**config.mk**
```make
export PLATFORM = sky130hd
export DESIGN_NAME = bus_grant_arbiter
export DESIGN_NICKNAME = d
export VERILOG_FILES = /design/src/rtl/bus_grant_arbiter.sv
export SDC_FILE = /design/constraint.sdc
export NUM_CORES = 1
export LEC_CHECK = 0
export CAP_MARGIN = 30
export CORE_UTILIZATION = 30
export DETAILED_ROUTE_END_ITERATION = 16
export PLACE_DENSITY = 0.52
export REMOVE_ABC_BUFFERS = 1
export SYNTH_ARGS = -nofsm -noshare
export SYNTH_HDL_FRONTEND = slang
export SYNTH_SLANG_ARGS = --single-unit
```
**constraint.sdc**
```tcl
create_clock -name clk -period 1.93 [get_ports clk]
set_input_delay 0.386 -clock clk [delete_from_list [all_inputs] [get_ports clk]]
set_output_delay 0.386 -clock clk [all_outputs]
set_load 0.05 [all_outputs]
```
**src/rtl/bus_grant_arbiter.sv**
```systemverilog
// Two-requester round-robin arbiter driving the one-hot ack select of the shared bus mux.
// Bounded hold time via MAX_HOLD and a mandatory one-cycle dead (TURN) cycle between owners.
module bus_grant_arbiter #(
  parameter int unsigned MAX_HOLD = 16,
  parameter int unsigned CNT_W    = 5
) (
  input  logic       clk,
  input  logic       reset,
  input  logic [1:0] req,
  output logic [1:0] ack,
  output logic       busy,
  output logic       owner,
  output logic       preempt
);

  localparam bit             LIMIT_EN  = (MAX_HOLD != 0);
  localparam logic [CNT_W-1:0] HOLD_LAST = (MAX_HOLD == 0) ? '0 : CNT_W'(MAX_HOLD - 1);

  typedef enum logic [1:0] {
    S_IDLE = 2'd0,
    S_GNT1 = 2'd1,
    S_GNT2 = 2'd2,
    S_TURN = 2'd3
  } state_t;

  state_t             r_state;
  logic [CNT_W-1:0]   r_hold_cnt;
  logic               r_last;
  logic [1:0]         r_ack;
  logic               r_busy;
  logic               r_owner;
  logic               r_preempt;

  state_t             w_state_nxt;
  state_t             w_pick;
  logic [CNT_W-1:0]   w_cnt_nxt;
  logic               w_last_nxt;
  logic               w_preempt_nxt;
  logic               w_own;
  logic               w_oth;
  logic               w_timeout;
  logic [1:0]         w_ack_nxt;

  // State and registered outputs
  always_ff @(posedge clk) begin
    if (reset) begin
      r_state    <= S_IDLE;
      r_hold_cnt <= '0;
      r_last     <= 1'b1;
      r_ack      <= 2'b00;
      r_busy     <= 1'b0;
      r_owner    <= 1'b0;
      r_preempt  <= 1'b0;
    end else begin
      r_state    <= w_state_nxt;
      r_hold_cnt <= w_cnt_nxt;
      r_last     <= w_last_nxt;
      r_ack      <= w_ack_nxt;
      r_busy     <= |w_ack_nxt;
      r_owner    <= w_ack_nxt[1];
      r_preempt  <= w_preempt_nxt;
    end
  end

  // Next-state, hold counter and output decode
  always_comb begin
    w_state_nxt   = r_state;
    w_cnt_nxt     = r_hold_cnt;
    w_last_nxt    = r_last;
    w_preempt_nxt = 1'b0;
    w_pick        = S_IDLE;
    w_own         = (r_state == S_GNT2);
    w_oth         = ~w_own;
    w_timeout     = LIMIT_EN && (r_hold_cnt == HOLD_LAST);

    // r_last=1 means requester 2 was served last, so requester 1 wins a tie
    unique case (req)
      2'b01:   w_pick = S_GNT1;
      2'b10:   w_pick = S_GNT2;
      2'b11:   w_pick = r_last ? S_GNT1 : S_GNT2;
      default: w_pick = S_IDLE;
    endcase

    unique case (r_state)
      S_IDLE, S_TURN: begin
        w_state_nxt = w_pick;
        w_cnt_nxt   = '0;
      end
      S_GNT1, S_GNT2: begin
        if (!req[w_own]) begin
          w_state_nxt = S_TURN;
          w_last_nxt  = w_own;
          w_cnt_nxt   = '0;
        end else if (w_timeout && req[w_oth]) begin
          w_state_nxt   = S_TURN;
          w_last_nxt    = w_own;
          w_cnt_nxt     = '0;
          w_preempt_nxt = 1'b1;
        end else if (w_timeout) begin
          w_cnt_nxt = '0;
        end else if (r_hold_cnt != '1) begin
          w_cnt_nxt = r_hold_cnt + CNT_W'(1);
        end
      end
      default: begin
        w_state_nxt = S_IDLE;
        w_cnt_nxt   = '0;
      end
    endcase

    w_ack_nxt = {w_state_nxt == S_GNT2, w_state_nxt == S_GNT1};
  end

  assign ack     = r_ack;
  assign busy    = r_busy;
  assign owner   = r_owner;
  assign preempt = r_preempt;

endmodule
```
=== After elaboration in Yosys (flattened, before gate mapping) ===
Index checks and enable logic that the tools add are counted.

* Register bits: 13
* Bits of input ports: 4
* Output and inout bits: 5
* Logic and storage cells: 49

* Add/sub/neg operators: 1
* Order comparisons: 2
* Equal/unequal tests: 12
* Muxes and demuxes: 17
* Bitwise operators: 3
* Reduce and logical (&&, ||, !) cells: 7

{| class="wikitable"
|+ Operator list
! cell !! number
|-
| 2-to-1 mux 5 bit || 4
|-
| == test 2 bit (second input constant) || 5
|-
| != test 5 bit (second input constant) || 2
|-
| case mux 5 bit (2 select lines) || 1
|-
| 2-to-1 mux 1 bit || 7
|-
| == test 2 x 1 -> 1 bit (second input constant) || 3
|-
| 2-to-1 mux 2 bit || 3
|-
| case mux 2 bit (3 select lines) || 1
|-
| OR reduction 2 bit || 3
|-
| adder 5 x 1 -> 5 bit (second input constant) || 1
|-
| == test 5 x 4 -> 1 bit (second input constant) || 1
|-
| less-than comparator 1 x 2 -> 1 bit (second input constant) || 2
|-
| case mux 2 bit (2 select lines) || 1
|-
| inverter 1 bit || 3
|-
| OR reduction 3 bit || 1
|-
| zero test 2 bit || 1
|-
| != test 2 x 1 -> 1 bit (second input constant) || 1
|-
| AND reduction 2 bit || 1
|-
| logical AND 1 bit || 1
|}

=== Depth between registers and ports, before layout ===
* Word-level depth: 10
* Gate-level depth with buffers: 8
* Mapped depth without buffers: 7

=== Worst setup path after synthesis ===
No wires, ideal clock.

* Kind: reg2reg
* From: register r_state[0]
* To: register r_busy (netlist: busy)
* Setup time: 0.064 ns
* Arrival: 1.697 ns
* Data required time: 1.866 ns
* Setup slack: 0.169 ns
* Stages on the path, launching flop included: 8
* Buffers on the path: 1
* Clock period less this slack: 1.761 ns
* Path through: dfxtp_1 inv_1 ha_1 buf_2 or3_4 and3_1 ha_1 nor2_1

* Longest elaborated chain between the ends: 9
* Elaborated cells on any way between the ends: 17
* Classes of those cells: 5 x eq/ne; 7 x mux; 5 x reduce/logical

{| class="wikitable"
|+ RTL lines
! element !! RTL line !! source
|-
| from (decl) || 26 || <nowiki>state_t r_state;</nowiki>
|-
| from (signal assigned) || 55 || <nowiki>r_state <= w_state_nxt;</nowiki>
|-
| == test 2 bit || 72, 84 ||
|-
| 2-to-1 mux 1 bit (implied by the code) (2 in series) || 94 || <nowiki>end else if (w_timeout && req[w_oth]) begin</nowiki>
|-
| logical AND 1 bit || 94 ||
|-
| 2-to-1 mux 2 bit || 94 ||
|-
| 2-to-1 mux 2 bit || 90 || <nowiki>if (!req[w_own]) begin</nowiki>
|-
| case mux 2 bit (2 select lines) (*) || 84 || <nowiki>unique case (r_state)</nowiki>
|-
| == test 2 x 1 -> 1 bit / == test 2 bit (equally long branches) || 111 || <nowiki>w_ack_nxt = {w_state_nxt == S_GNT2, w_state_nxt == S_GNT1};</nowiki>
|-
| OR reduction 2 bit (*) || 59 || <nowiki>r_busy <= |w_ack_nxt;</nowiki>
|-
| to (signal assigned) || 59 ||
|-
| to (decl) || 30 || <nowiki>logic r_busy;</nowiki>
|}

Every way passes the cells marked *; elsewhere a longest branch is shown, timed or not. The select of a mux whose other input is x is not followed.
A chain may end at the register's enable or synchronous reset.

=== Final worst setup path ===
Same ends and word-level chain as after synthesis.

==> impl_metrics.csv <==
group,metric,value,unit
clocking,clock_sinks,12,
final_layout,fin_area,815,um2
timing,drv_slew,0,
yosys,synth_area_leaders,"dfxtp_1 38%, ha_1 6.0%, nor2b_1 5.0%",
yosys,synthAdderAreaFrac,6.01,%
timing,min_period_over_period,93.2,%
yosys,yosys.cell_count.top_type,"dfxtp_1",
status,status,"finished, final reports clean",
clocking,cts_buffers,3,
placement,place.detailed.hpwl,917,um
yosys,synthXorXnorAreaFrac,0,%
global_routing,grt_max_degree,9,
yosys,synth_seq_area_share,38.5,%
yosys,synth_edf_count,0,
floorplanning,die_w,47.6,um
yosys,synthTopCellsByCount,"12 x dfxtp_1, 7 x nand2_1, 7 x nor2_1",
timing,hold_violations,0,
final_layout,final_nets,95,
placement,dpl_cell_area,778,um2
yosys,ys_ff_latch,12,
yosys,syn_inst,70,
clocking,cts_hold_buffers,0,
drt,drc_errors,0,
critical_path,timing.setup.critical_path_class,"reg -> reg",
yosys,synth_top_area_share,38.5,%
final_layout,area_delta_synth_final,30.5,%
clocking,clockBufferDepth,2,
timing,post-route-min-period,1.80,ns
placement,dp.cells,110,
power,pwr-share-seq,30.4,%
yosys,muxShareOfSynthArea,6.61,%
drt,vias,546,
drt,drt-total-wl,1210,um
yosys,netlist_area,624,um2
power,power.density,1370,nW/um2
global_routing,grt_pass1_vias,481,
yosys,synthFlopType,"dfxtp_1",
placement,place_congestion,0.836,
drt,viasPerCell,4.79,
floorplanning,ios,9,
power,pwr-share-comb,51.1,%
floorplanning,rows,16,
critical_path,worstPathArrival,2.02,ns
global_routing,antenna_found_initial,0,
final_layout,drive_above_1_share,20.7,%
power,p_sw,0.446,mW
global_routing,track_usage,13.1,%
drt,wl_per_cell,10.6,um
drt,ant_nets,0,
critical_path,cpMaxStageDelayCell,"ha_1",
yosys,avgSynthCellArea,8.92,um2
final_layout,instances_no_fill,114,
clocking,path_clk_slew,0.08,ns
power,irDropWorstVdd,0.000795,V
power,power,1.11,mW
timing,final-setup-viol-count,0,
yosys,synth_top_family_by_area,"simple AND/OR/NAND/NOR gates",
yosys,synth-simple-area-share,30.7,%
power,p_leak,0.346,nW
power,switching_share,40.1,%
final_layout,fillerInstances,220,
yosys,yosysUniqueCellTypes,26,
global_routing,grt_overflow,0,
yosys,ys_warn_count,0,
clocking,cts_root_buffer,"clkbuf_4",
floorplanning,start_util,31.8,%
drt,drt_iter0_drc,11,
floorplanning,dieArea,2270,um2
clocking,htree_levels,1,
placement,numPortBuffers,8,
global_routing,grt_pass1_wl,1990,um
critical_path,end_kind,"register",
clocking,insertion_delay,0.28,ns
critical_path,critical_path.max_fanout,8,
clocking,ctsResizeCount,0,
drt,firstDrtPassIters,4,
floorplanning,die_h,47.6,um
yosys,yosys.area.top_type,"dfxtp_1",
worst_hold_path,hold_class,"reg -> reg",
yosys,postSynth.asyncResetShare,0,%
critical_path,worstPathCellList,"inv_1 -> ha_1 -> buf_4 -> a31oi_1 -> and3_1 -> ha_1 -> nor2_1",
timing,fmax,556,MHz
critical_path,worstPathRequired,2.15,ns
job,drv_cap,0,
critical_path,crit_top_cell,"ha_1",
timing,skew,0.00455,ns
timing,worst_pin_slew,0.491,ns
critical_path,cp_slowest_stage_delay,0.38,ns
critical_path,crit_path_start_kind,"register",
clocking,cts_tree,"yes",
timing,hold_ws,0.506,ns
timing,rsz0062_at_grt,"no",
critical_path,critPathTopFamily,"adder cells",
final_layout,antennaDiodeCount,0,
clocking,cts_setup_buffers,0,
critical_path,worstPathBufferInverterCount,2,
power,power.internal,0.667,mW
timing,relSlewSlack,67.1,%
final_layout,utilization,41.5,%
power,clkPwrFrac,18.4,%
floorplanning,coreArea,1960,um2
yosys,synth_compound_area_share,13.2,%
-- final cells by class --
| class | count | area [um2] | area share, % |
|---|---|---|---|
| timing repair buffer | 15 | 133 | 16.3 |
| inverter | 5 | 18.8 | 2.30 |
| sequential | 12 | 240 | 29.5 |
| clock buffer | 4 | 36.3 | 4.45 |
| multi-input combinational | 51 | 353 | 43.3 |
| tap | 27 | 33.8 | 4.15 |
-- power by group through the flow --
stage | Clock, mW | Sequential, mW | Combinational, mW
6_report | 0.205 | 0.339 | 0.569
5_1_grt | 0.225 | 0.344 | 0.629
4_1_cts | 0.217 | 0.339 | 0.574
3_5_place_dp | 0 | 0.345 | 0.571
3_3_place_gp | 0 | 0.341 | 0.578
2_1_floorplan | 0 | 0.443 | 0.312
-- flip-flops by register name (all words and copies together) (netlist names) --
| signal | cells |
|---|---|
| r_last | 1 |
| busy | 1 |
| preempt | 1 |
| r_hold_cnt | 5 |
| ack | 2 |
| r_state | 2 |
-- per-stage QoR --
step,setup TNS [ns],setup slack [ns]
6_report,0,0.131
5_1_grt,0,0.00780
4_1_cts,0,0.115
3_5_place_dp,-0.0687,-0.0454
3_3_place_gp,-0.0908,-0.0471
2_1_floorplan,0,0.198
-- tightest hold or removal path, stage by stage, from the launching register on --
cell and delay (ns):
dfxtp_1 0.36, inv_1 0.07, nor2_1 0.04
-- routing by layer --
metal	track usage (%)	wire length, um
met1	15.5	564
met2	20.3	578
met3	3.40	32
met4	10.0	34
met5	0	0
-- logic make-up (layout without fill, tap and decap cells) --
kind of cell	after synthesis	in the layout
AOI/OAI and AO/OA	11	11
muxes	4	4
buffers and inverters	7	24
adders and majority gates	3	3
and+or+nand+nor	33	33
DFF	12	12
-- worst paths after layout --
check                                   start            end  slack, ns  depth (start not counted)
worst max-delay path               r_state[0]           busy       0.13                          7
worst min-delay path            r_hold_cnt[4]  r_hold_cnt[4]       0.51                          2
worst max register to register     r_state[0]           busy       0.13                          7
worst min register to register  r_hold_cnt[4]  r_hold_cnt[4]       0.51                          2
-- placed cells by master (no fill, tap or decap), drive strengths merged, types with 2 or more instances in the layout --
cell,count
dfxtp,12
clkdlybuf4s50,8
nand2,7
nor2,7
buf,7
inv,5
nor2b,5
clkbuf,4
mux2i,3
a31oi,3
a21oi,3
nand3,3
ha,3
or3,2
and3,2
o21ai,2
nor3,2
Power figures use the tool's default switching activity.
